**src/rtl/ikaopll_pkg.sv**
```systemverilog
// Shared types and defaults for the OPLL bus writer: FSM state encoding,
// bus payload struct and default phase lengths.
package ikaopll_pkg;

    localparam int unsigned CNT_W          = 8;
    localparam int unsigned DATA_W         = 8;
    localparam int unsigned ADDR_WAIT_DEF  = 12;
    localparam int unsigned DATA_WAIT_DEF  = 84;
    localparam int unsigned STROBE_LEN_DEF = 2;

    typedef enum logic [2:0] {
        IDLE,
        A_SETUP,
        A_STROBE,
        A_WAIT,
        D_SETUP,
        D_STROBE,
        D_WAIT
    } state_t;

    typedef struct packed {
        logic              cs_n;
        logic              wr_n;
        logic              a0;
        logic [DATA_W-1:0] d;
    } bus_t;

    // Phase length in enables to counter reload value; a length of 0 behaves as 1.
    function automatic logic [CNT_W-1:0] len_m1(input int unsigned n);
        if (n == 0) begin
            return '0;
        end
        return CNT_W'(n - 1);
    endfunction

endpackage

```
**src/rtl/ikaopll_buswr_timer.sv**
```systemverilog
// Loadable 8-bit down-counter that only moves on phiM enable clocks; zero_c
// flags the last enable of the current phase.
module ikaopll_buswr_timer
    import ikaopll_pkg::*;
(
    input  logic             clk,
    input  logic             rst,
    input  logic             en,
    input  logic             load,
    input  logic [CNT_W-1:0] load_val,
    output logic             zero_c
);

    logic [CNT_W-1:0] count;

    // Load wins over decrement so a phase always starts from its full length.
    always_ff @(posedge clk) begin
        if (rst) begin
            count <= '0;
        end else if (load) begin
            count <= load_val;
        end else if (en && (count != '0)) begin
            count <= count - CNT_W'(1);
        end
    end

    assign zero_c = (count == '0);

endmodule

```
**src/rtl/ikaopll_buswr.sv**
```systemverilog
// OPLL register write sequencer: turns a valid/ready request into an address
// phase and a data phase on the chip bus, paced by the phiM clock enable.
module ikaopll_buswr
    import ikaopll_pkg::*;
#(
    parameter int unsigned ADDR_WAIT  = ADDR_WAIT_DEF,
    parameter int unsigned DATA_WAIT  = DATA_WAIT_DEF,
    parameter int unsigned STROBE_LEN = STROBE_LEN_DEF,
    parameter int unsigned ADDR_CACHE = 1
) (
    input  logic              i_EMUCLK,
    input  logic              i_RST,
    input  logic              i_phiM_PCEN_n,
    input  logic              i_REQ_VALID,
    output logic              o_REQ_READY,
    input  logic [DATA_W-1:0] i_REQ_ADDR,
    input  logic [DATA_W-1:0] i_REQ_DATA,
    output logic              o_CS_n,
    output logic              o_WR_n,
    output logic              o_A0,
    output logic [DATA_W-1:0] o_D,
    output logic              o_BUSY,
    output logic              o_DONE
);

    localparam logic [CNT_W-1:0] STRB_M1  = len_m1(STROBE_LEN);
    localparam logic [CNT_W-1:0] AWAIT_M1 = len_m1(ADDR_WAIT);
    localparam logic [CNT_W-1:0] DWAIT_M1 = len_m1(DATA_WAIT);

    state_t            state;
    state_t            state_nxt;
    bus_t              bus_q;
    bus_t              bus_nxt;
    logic [DATA_W-1:0] addr_q;
    logic [DATA_W-1:0] data_q;
    logic [DATA_W-1:0] addr_nxt;
    logic [DATA_W-1:0] data_nxt;
    logic [DATA_W-1:0] cache_addr;
    logic              cache_valid;
    logic              cache_hit;
    logic              cache_set;
    logic              accept;
    logic              step;
    logic              zero_c;
    logic              load;
    logic [CNT_W-1:0]  load_val;
    logic              done_nxt;

    ikaopll_buswr_timer u_timer (
        .clk      (i_EMUCLK),
        .rst      (i_RST),
        .en       (~i_phiM_PCEN_n),
        .load     (load),
        .load_val (load_val),
        .zero_c   (zero_c)
    );

    assign step      = ~i_phiM_PCEN_n & zero_c;
    assign cache_hit = (ADDR_CACHE != 0) && cache_valid && (cache_addr == i_REQ_ADDR);

    always_ff @(posedge i_EMUCLK) begin
        if (i_RST) begin
            state <= IDLE;
        end else begin
            state <= state_nxt;
        end
    end

    // Next state, counter reload and next bus values; bus is registered below.
    always_comb begin
        state_nxt = state;
        accept    = 1'b0;
        cache_set = 1'b0;
        load_val  = '0;
        bus_nxt   = bus_q;
        case (state)
            IDLE: begin
                if (i_REQ_VALID && o_REQ_READY) begin
                    accept    = 1'b1;
                    state_nxt = cache_hit ? D_SETUP : A_SETUP;
                end
            end
            A_SETUP:  if (step) state_nxt = A_STROBE;
            A_STROBE: begin
                if (step) begin
                    state_nxt = A_WAIT;
                    cache_set = 1'b1;
                end
            end
            A_WAIT:   if (step) state_nxt = D_SETUP;
            D_SETUP:  if (step) state_nxt = D_STROBE;
            D_STROBE: if (step) state_nxt = D_WAIT;
            D_WAIT:   if (step) state_nxt = IDLE;
            default:  state_nxt = IDLE;
        endcase

        load     = accept || (state_nxt != state);
        addr_nxt = accept ? i_REQ_ADDR : addr_q;
        data_nxt = accept ? i_REQ_DATA : data_q;
        done_nxt = (state == D_WAIT) && (state_nxt == IDLE);

        case (state_nxt)
            A_STROBE, D_STROBE: load_val = STRB_M1;
            A_WAIT:             load_val = AWAIT_M1;
            D_WAIT:             load_val = DWAIT_M1;
            default:            load_val = '0;
        endcase

        // Idle and wait phases release the bus but keep A0/D where they were.
        bus_nxt.cs_n = 1'b1;
        bus_nxt.wr_n = 1'b1;
        case (state_nxt)
            A_SETUP:  begin bus_nxt.cs_n = 1'b0; bus_nxt.a0 = 1'b0; bus_nxt.d = addr_nxt; end
            A_STROBE: begin bus_nxt.cs_n = 1'b0; bus_nxt.wr_n = 1'b0; bus_nxt.a0 = 1'b0; bus_nxt.d = addr_nxt; end
            A_WAIT:   begin bus_nxt.a0 = 1'b0; bus_nxt.d = addr_nxt; end
            D_SETUP:  begin bus_nxt.cs_n = 1'b0; bus_nxt.a0 = 1'b1; bus_nxt.d = data_nxt; end
            D_STROBE: begin bus_nxt.cs_n = 1'b0; bus_nxt.wr_n = 1'b0; bus_nxt.a0 = 1'b1; bus_nxt.d = data_nxt; end
            D_WAIT:   begin bus_nxt.a0 = 1'b1; bus_nxt.d = data_nxt; end
            default:  ;
        endcase
    end

    always_ff @(posedge i_EMUCLK) begin
        if (i_RST) begin
            bus_q       <= '{cs_n: 1'b1, wr_n: 1'b1, a0: 1'b0, d: '0};
            addr_q      <= '0;
            data_q      <= '0;
            cache_addr  <= '0;
            cache_valid <= 1'b0;
            o_BUSY      <= 1'b0;
            o_DONE      <= 1'b0;
            o_REQ_READY <= 1'b0;
        end else begin
            bus_q       <= bus_nxt;
            addr_q      <= addr_nxt;
            data_q      <= data_nxt;
            o_BUSY      <= (state_nxt != IDLE);
            o_DONE      <= done_nxt;
            o_REQ_READY <= (state_nxt == IDLE);
            if (cache_set) begin
                cache_addr  <= addr_q;
                cache_valid <= 1'b1;
            end
        end
    end

    assign o_CS_n = bus_q.cs_n;
    assign o_WR_n = bus_q.wr_n;
    assign o_A0   = bus_q.a0;
    assign o_D    = bus_q.d;

endmodule

```
**config.mk**
```make
export PLATFORM = sky130hd
export DESIGN_NAME = ikaopll_buswr
export DESIGN_NICKNAME = d
export VERILOG_FILES = /design/src/rtl/ikaopll_pkg.sv /design/src/rtl/ikaopll_buswr_timer.sv /design/src/rtl/ikaopll_buswr.sv
export SDC_FILE = /design/constraint.sdc
export NUM_CORES = 1
export LEC_CHECK = 0
export CAP_MARGIN = 10
export CORE_ASPECT_RATIO = 1.4
export CORE_MARGIN = 5
export CORE_UTILIZATION = 50
export CTS_BUF_LIST = sky130_fd_sc_hd__clkbuf_16
export CTS_CLUSTER_SIZE = 20
export DETAILED_ROUTE_END_ITERATION = 16
export DONT_BUFFER_PORTS = 1
export PLACE_DENSITY = 0.69
export SLEW_MARGIN = 20
export SYNTH_ARGS = -nofsm -noshare
export SYNTH_HDL_FRONTEND = slang
export SYNTH_SLANG_ARGS = --single-unit
```
**constraint.sdc**
```tcl
create_clock -name i_EMUCLK -period 1.85 [get_ports i_EMUCLK]
set_clock_uncertainty 0.2 [all_clocks]
set_input_delay 0.37 -clock i_EMUCLK [delete_from_list [all_inputs] [get_ports i_EMUCLK]]
set_output_delay 0.37 -clock i_EMUCLK [all_outputs]
set_load 0.005 [all_outputs]
```
==> results.toml, run 1 <==
[route]
routed_wirelength_um = 7040
drc = 0
drt-met1-wl_um = 2440
wl_met3_um = 384
first_pass_iters = 7
drtIter0Drc = 111
wl_per_cell_um = 18.9
postRouteAntennaNets = 0
highest_layer = "met4"
dr_total_vias = 2165
avgViaCountPerCell = 5.80
met2_length_um = 3790

[min_path]
hold_path_end = "u_timer.count[4]"
holdPathStages = 2
hp-start = "i_RST"
hold_path.class = "primary input to register"

[logic_synthesis]
ys.flop_type = "dfxtp_1"
syn_nets = 268
synth_area_leaders = "dfxtp_1 (43%), mux2i_1 (10%), nor2_1 (6.1%)"
synthArstFlopShare = 0
yosys_register_bits = 50
synth_edf_count = 0
synth-seq-area-share = 0.429
netlist_area_um2 = 2330
synth_top_area_share = 0.429
synth_cells = 246
synth_top_area_cell = "dfxtp_1"
synth_area_per_cell_um2 = 9.48
ys_types = 45
yosysWarnings = 0

[cells_and_area]
multi_input_area_um2 = 1460
diodes = 0
fin_nets = 332
syn2layout_area_growth_pct = 43.7
postLayoutCoreUtil = 0.739
drive_above_1_share = 0.415
register_area_um2 = 1000
fill_cells = 292

[placement]
dp_hpwl_um = 4030
pre_cts_ws_ns = -0.238
gp_congestion = 0.865
io_buffers = 0

[global_route]
grt_max_degree = 37
track_usage = 0.213
grt_pass1_vias = 2119
grt_pass1_wl_um = 10000
grt_antenna_before_repair = 0
grt_overflow = 0

[die]
ios = 34
core_area_um2 = 4540
chipHeight_um = 90.8
fp.dieW_um = 67.7
initial_core_util = 0.514
dieArea_um2 = 6150
row_count = 29

[setup_path]
ff2ff_setup_slack_ns = -0.31
cp.arrival_ns = 2.13
startpoint_type = "register"
cpMaxStageDelayCell = "dfxtp_2"
path_class = "register to register"
r2r_start = "u_timer.count[0]"
critPathMaxStageDelay_ns = 0.34
crit_chain = "inv_2 -> ha_4 -> nor4b_4 -> buf_4 -> o211ai_1 -> nand4_4 -> buf_6 -> o32a_1 -> o311a_1"
ff2ff_path_depth = 9
critPathRequiredTime_ns = 1.82
critPathBufInv = 3
crit_path_end_kind = "register"
crit_family = "compound AO/OA/AOI/OAI gates"
r2r-end = "u_timer.count[6]"
cp_max_fo = 5

[power_and_ir_drop]
leakage_uw = 0.00141
ir_drop_uv = 958
p_per_area_nw_per_um2 = 1480

[timing]
period_needed_ns = 2.16
fin_crit_sh = 1.17
fmax_ghz = 0.462
rsz0062_at_grt = "true"
finalSetupViolCount = 32
setup_slack_ns = -0.312
maxSlewHeadroom = 0.721
hold_violations = 0
worstMarginPinSlew_ns = 0.417
slew_viol_final = 0

[flow_run]
drv_cap = 0

[clock_network]
cts_sinks = 50
tritoncts = "yes"
htreeDepth = 2
path_clk_slew_ns = 0.06
cts_inserted_buffers = 5
cts.path.max_buffers = 2
cts_root_buf = "clkbuf_16"
clk_latency_ns = 0.29

[outcome]
status = "finished, violations left"
violations = "setup timing"
## timing repair
item / 4_1_cts / 5_1_grt
setup buffers: 6 / 11
hold buffers: 2 / 0
setup endpoints to repair: 32 / 36
gates cloned: 1 / 2
gates resized for setup: 24 / 42
hold endpoints to repair: 36 / 0
pin swaps: 11 / 25
## layout make-up
class | instances | area share
Clock buffer | 5 | 0.0373
Clock inverter | 3 | 0.0131
Inverter | 6 | 0.00672
Multi-Input combinational cell | 178 | 0.437
Sequential cell | 50 | 0.299
Tap cell | 62 | 0.0232
Timing Repair Buffer | 69 | 0.183
## state kept, by name (all words and copies together) (netlist names)
name and count:
cache_valid 1, o_A0 1, o_DONE 1, o_REQ_READY 1, o_BUSY 1, state 3
o_CS_n 1, addr_q 8, o_WR_n 1, u_timer.count 8, o_D 8, cache_addr 8
data_q 8
## power breakdown
part	total (uW)	switching (uW)	leakage [uW]	internal [uW]
clock network	1040	402	0.0000842	640
logic	2540	1250	0.000916	1290
registers	1370	135	0.000407	1240
## cells by family after synthesis
| family | after synthesis | synth area share |
|---|---|---|
| fa+ha+maj | 2 | 0.0107 |
| flops | 50 | 0.429 |
| compound gates | 43 | 0.148 |
| mux | 24 | 0.103 |
| simple gates | 94 | 0.210 |
| buf+inv | 20 | 0.0494 |
| xor+xnor | 13 | 0.0488 |
## layer usage
metal  global-route usage  vias to the layer above
li1                     -                     1012
met3               0.0498                       36
met2                0.365                       90
met5                    0                        -
met4                0.105                        0
met1                0.235                     1027
## how the worst max path moves through the flow
stage,end,cells past startpoint,from,slack (ns)
after floorplan,o_D[2],8,u_timer.count[0],-0.15
after global placement,o_D[2],8,u_timer.count[1],-0.16
after CTS,o_D[7],9,u_timer.count[0],-0.20
after global routing,u_timer.count[0],10,u_timer.count[0],-0.42
after detailed placement,o_D[2],7,u_timer.count[1],-0.24
final,u_timer.count[6],9,u_timer.count[0],-0.31
## per-stage QoR
stage               TNS, ns  hold slack [ns]  power (uW)  instance area [um^2]  cells
floorplan             -1.99            0.232        2470                  2340    246
global placement      -3.47            0.234        3020                  2720    346
detailed placement    -5.39            0.241        3080                  2720    346
CTS                   -4.14           0.0357        4410                  3080    363
global route          -7.79           0.0277        5230                  3350    373
finish                -5.34           0.0369        4960                  3350    373
## synth_stat cells, types with 2 or more instances
master	instances
a21oi_1	6
a31oi_1	3
clkbuf_1	4
ha_1	2
buf_2	5
o311a_1	2
mux2i_1	24
o32a_1	2
nand4_1	3
inv_1	6
nor2_1	38
dfxtp_1	50
nand2_1	12
nor4_1	3
nor3_1	9
a21oi_2	2
o21ai_1	4
nand3_1	13
nor2b_1	2
a211oi_1	2
nand2b_1	2
xor2_1	11
a211o_1	2
a32o_1	8
o21ai_0	7
xnor2_1	2
buf_6	4
## placed cells by master (no fill, tap or decap), types with 4 or more instances in the layout
cell and n:
o21ai_2 6, xor2_1 11, mux2i_2 4, nand3_1 11, nor2_1 34, clkbuf_16 5
dfxtp_1 48, inv_1 4, nor2_4 4, a32o_1 8, mux2i_1 20, o21ai_1 5
buf_6 11, nand2_1 10, nor3_2 7, buf_4 52
(Power assumes the default switching activity.)
==> run 2, diff against run 1 <==
--- a/config.mk
+++ b/config.mk
@@ -13,7 +13,7 @@
 export CTS_CLUSTER_SIZE = 20
 export DETAILED_ROUTE_END_ITERATION = 16
 export DONT_BUFFER_PORTS = 1
-export PLACE_DENSITY = 0.69
+export PLACE_DENSITY = 0.65
 export SLEW_MARGIN = 20
 export SYNTH_ARGS = -nofsm -noshare
 export SYNTH_HDL_FRONTEND = slang
==> results.toml, run 2 (synthesis gave the netlist of run 1 again) <==
[placement]
io_buffers = 0
place_area_um2 = 2720
dp_hpwl_um = 3950
placed_cells = 346
gp_congestion = 0.797

[outcome]
status = "finished, violations left"
violations = "setup timing"

[timing]
hold_violations = 0
worstMarginPinSlew_ns = 0.387
slew_viol_final = 0
hold_ws_ns = 0.00768
finalSetupViolCount = 31
fmax_ghz = 0.486
fin_crit_sh = 1.11
maxSlewHeadroom = 0.742
setup_slack_ns = -0.209
rsz0062_at_grt = "true"
period_needed_ns = 2.06
tns_ns = -4.02

[setup_path]
cp.arrival_ns = 2.04
crit_family = "buffers and inverters"
crit_chain = "inv_2 -> ha_4 -> nor4b_4 -> buf_4 -> nand4_1 -> o311ai_4 -> buf_12 -> o21ai_1 -> a32o_1"
cpMaxStageDelayCell = "dfxtp_2"
path_class = "register to register"
critPathLaunch = "u_timer.count[1]"
crit_path_end_kind = "register"
critPathRequiredTime_ns = 1.83
cp_max_fo = 9
critPathMaxStageDelay_ns = 0.33
r2r_start = "u_timer.count[1]"
critPathBufInv = 3
startpoint_type = "register"

[route]
dr_total_vias = 2083
first_pass_iters = 4
avgViaCountPerCell = 5.55
drc = 0
postRouteAntennaNets = 0
wl_per_cell_um = 17.3
drtIter0Drc = 71
routed_wirelength_um = 6480

[global_route]
grt_max_degree = 38
track_usage = 0.212
grt_pass1_vias = 2107
grt_pass1_wl_um = 10000
grt_antenna_before_repair = 0
grt_overflow = 0

[power_and_ir_drop]
p_per_area_nw_per_um2 = 1530
leakage_uw = 0.00141
ir_drop_uv = 789

[die]
dieArea_um2 = 6150
ios = 34
fp.dieW_um = 67.7
chipHeight_um = 90.8
core_area_um2 = 4540
initial_core_util = 0.514
row_count = 29

[clock_network]
cts_inserted_buffers = 5
htreeDepth = 2
cts.path.max_buffers = 2
path_clk_slew_ns = 0.06
cts_sinks = 50
tritoncts = "yes"
clk_latency_ns = 0.29
cts_root_buf = "clkbuf_16"

[cells_and_area]
layout_commonest_cell = "buf_4"
drive_above_1_share = 0.358
fill_cells = 320
fin_nets = 334
mostFrequentLayoutCells = "buf_4 (62), dfxtp_1 (48), nor2_1 (37), mux2i_1 (23)"
fin_area_um2 = 3240
diodes = 0
postLayoutCoreUtil = 0.715
final_cells = 375
syn2layout_area_growth_pct = 39.1

[flow_run]
drv_cap = 0

[min_path]
hold_path.class = "primary input to register"
hp-start = "i_RST"
==> run 2: cell types whose count changed in the layout (fill, tap and decap cells not counted), moves of 2 or more <==
cell / delta
buf_4: +10
o21ai_2: -5
buf_6: -4
nor2_4: -4
o21ai_1: +4
mux2i_1: +3
mux2i_2: -3
nor2_1: +3
nor3_1: +3
nor3_2: -3
a21oi_1: +2
a21oi_2: -2
nand2_2: -2
==> run 2: area by class of cell <==
class	instances	area, um^2	share of cell area
Timing Repair Buffer	73	619	0.191
Sequential cell	50	1000	0.309
Tap cell	62	77.6	0.0239
Clock inverter	3	41.3	0.0127
Multi-Input combinational cell	176	1350	0.417
Inverter	6	22.5	0.00694
Clock buffer	5	125	0.0386
==> run 2: worst paths after layout <==
check	to	slack (ns)	cells after the start
worst max-delay path	o_D[2]	-0.21	9
worst min-delay path	o_CS_n	0.008	2
worst max register to register	o_D[2]	-0.21	9
worst min register to register	o_A0	0.28	2
==> run 2: report_power, final <==
group	total, uW	internal [uW]	leakage [uW]	switching (uW)
registers	1370	1240	0.000407	131
logic	2560	1380	0.000919	1190
clock network	1030	633	0.0000812	396
total	4960	3250	0.00141	1720
==> run 2: routing by layer <==
layer  routed length, um  vias up  GRT usage
li1                    -     1018          -
met1                2410      998      0.226
met2                3590       48      0.378
met3                 251       19     0.0511
met4                 227        0     0.0931
met5                   0        -          0
==> run 2: timing repair <==
| action | CTS | global route |
|---|---|---|
| setup buffers | 7 | 14 |
| cloned | 0 | 1 |
| hold buffers | 1 | 0 |
| pin swaps | 12 | 15 |
| endpoints found under the setup margin | 31 | 34 |
| resized for setup | 16 | 22 |
| hold endpoints to repair | 37 | 0 |
==> run 2: per-stage QoR <==
stage	power, uW	setup slack [ns]
floorplan	2470	-0.145
global placement	3040	-0.192
detailed placement	3080	-0.231
CTS	4460	-0.178
global route	5220	-0.277
finish	4960	-0.209
==> run 3, diff against run 2 <==
--- a/config.mk
+++ b/config.mk
@@ -13,6 +13,7 @@
 export CTS_CLUSTER_SIZE = 20
 export DETAILED_ROUTE_END_ITERATION = 16
 export DONT_BUFFER_PORTS = 1
+export GPL_TIMING_DRIVEN = 1
 export PLACE_DENSITY = 0.65
 export SLEW_MARGIN = 20
 export SYNTH_ARGS = -nofsm -noshare
==> constraint.sdc (replaced) <==
create_clock -name i_EMUCLK -period 1.85 [get_ports i_EMUCLK]
set_clock_uncertainty 0.2 [all_clocks]
set_input_delay 0.4625 -clock i_EMUCLK [delete_from_list [all_inputs] [get_ports i_EMUCLK]]
set_output_delay 0.4625 -clock i_EMUCLK [all_outputs]
set_load 0.005 [all_outputs]
==> results.toml, run 3 (synthesis gave the netlist of run 1 again) <==
[min_path]
holdPathStages = 1
hp-start = "i_RST"
hold_path.class = "primary input to register"
hold_path_end = "o_A0"

[die]
chipHeight_um = 90.8
ios = 34
initial_core_util = 0.514
dieArea_um2 = 6150
core_area_um2 = 4540
row_count = 29
fp.dieW_um = 67.7

[placement]
pre_cts_ws_ns = -0.221
dp_hpwl_um = 3930
gp_congestion = 0.794
io_buffers = 0

[route]
routed_wirelength_um = 5970
avgViaCountPerCell = 5.33
first_pass_iters = 4
drc = 0
postRouteAntennaNets = 0
wl_per_cell_um = 16.3
drtIter0Drc = 73
dr_total_vias = 1951

[cells_and_area]
drive_above_1_share = 0.352
diodes = 0
layout_commonest_cell = "buf_4"
fill_cells = 350
multi_input_area_um2 = 1360
syn2layout_area_growth_pct = 35.7
mostFrequentLayoutCells = "buf_4 (54), dfxtp_1 (48), nor2_1 (35), mux2i_1 (24), nand3_1 (12)"
fin_nets = 325
register_area_um2 = 1000

[timing]
finalSetupViolCount = 30
period_needed_ns = 2.08
rsz0062_at_grt = "true"
maxSlewHeadroom = 0.674
setup_slack_ns = -0.231
fmax_ghz = 0.481
slew_viol_final = 0
worstMarginPinSlew_ns = 0.485
fin_crit_sh = 1.12
hold_violations = 0

[outcome]
violations = "setup timing"
status = "finished, violations left"

[power_and_ir_drop]
clock_power_share = 0.225
p_int_uw = 2990
netSwitchingPower_uw = 1550
ir_drop_uv = 936
leakage_uw = 0.00136
combinationalPowerShare = 0.474
p_per_area_nw_per_um2 = 1440
seqPwrFrac = 0.300
total_power_uw = 4540
sw_frac_of_total = 0.342

[global_route]
grt_pass1_wl_um = 9670
grt_overflow = 0
grt_max_degree = 41
track_usage = 0.202
grt_antenna_before_repair = 0
grt_pass1_vias = 2049

[clock_network]
path_clk_slew_ns = 0.07
tritoncts = "yes"
cts_sinks = 50
cts_inserted_buffers = 5
htreeDepth = 2
clk_latency_ns = 0.28
cts.path.max_buffers = 2
cts_root_buf = "clkbuf_16"

[setup_path]
critPathRequiredTime_ns = 1.88
cp.arrival_ns = 2.11
cp_max_fo = 6
crit_path_end_kind = "register"
r2r_start = "u_timer.count[1]"
r2r-end = "u_timer.count[6]"
startpoint_type = "register"
ff2ff_setup_slack_ns = -0.23
path_class = "register to register"
ff2ff_path_depth = 8

[flow_run]
drv_cap = 0
## run 3: worst max-delay path by stage
stage	from	to	slack, ns	depth (start not counted)
final	u_timer.count[1]	u_timer.count[6]	-0.23	8
after global routing	u_timer.count[1]	u_timer.count[4]	-0.32	9
after CTS	u_timer.count[1]	u_timer.count[1]	-0.21	8
after detailed placement	u_timer.count[0]	o_D[2]	-0.22	7
after global placement	i_REQ_ADDR[6]	o_D[2]	-0.19	7
after floorplan	u_timer.count[0]	o_D[2]	-0.15	8
## run 3: what timing repair did
item	4_1_cts	5_1_grt
hold buffers	0	0
hold endpoints to repair	0	0
pin swaps	10	8
setup buffers	7	2
gates cloned	0	1
resized for setup	16	28
endpoints found under the setup margin	31	33
## run 3: critical path: stages (launching register included)
cell and delay (ns):
dfxtp_2 0.33, inv_2 0.08, ha_4 0.12, nor4b_4 0.33
buf_4 0.22, nand2_4 0.05, or3_4 0.39, a21oi_4 0.14
o311a_1 0.17
## run 3: metrics by stage
stage	std cells	area, um^2	setup TNS [ns]	utilization	hold slack [ns]
after floorplan	246	2340	-1.99	-	0.232
after CTS	363	3030	-3.56	0.668	0.0383
after global routing	366	3160	-6.90	0.697	0.0354
after global placement	348	2740	-3.11	0.604	0.234
final	366	3160	-3.73	0.697	0.0425
after detailed placement	348	2740	-4.35	0.604	0.247
## run 3: layout make-up
class | count | share of cell area
well taps | 62 | 0.0245
multi-input cells | 176 | 0.429
clock buffers | 5 | 0.0396
repair buffers | 64 | 0.169
clock inverters | 3 | 0.0131
flip-flops and latches | 50 | 0.317
inverters | 6 | 0.00712
## run 3: per-layer routing
metal	track usage	vias to the layer above	part of all wire
met4	0.0795	0	0.028
li1	-	996	-
met2	0.353	37	0.55
met1	0.228	905	0.38
met3	0.0473	13	0.036
met5	0	-	0
## run 3: power by group through the flow
stage	Sequential, uW	Combinational (uW)	Clock (uW)
global route	1380	2350	1090
detailed placement	1380	1690	0
finish	1360	2150	1020
global placement	1380	1660	0
floorplan	1400	1060	0
CTS	1360	1900	1030
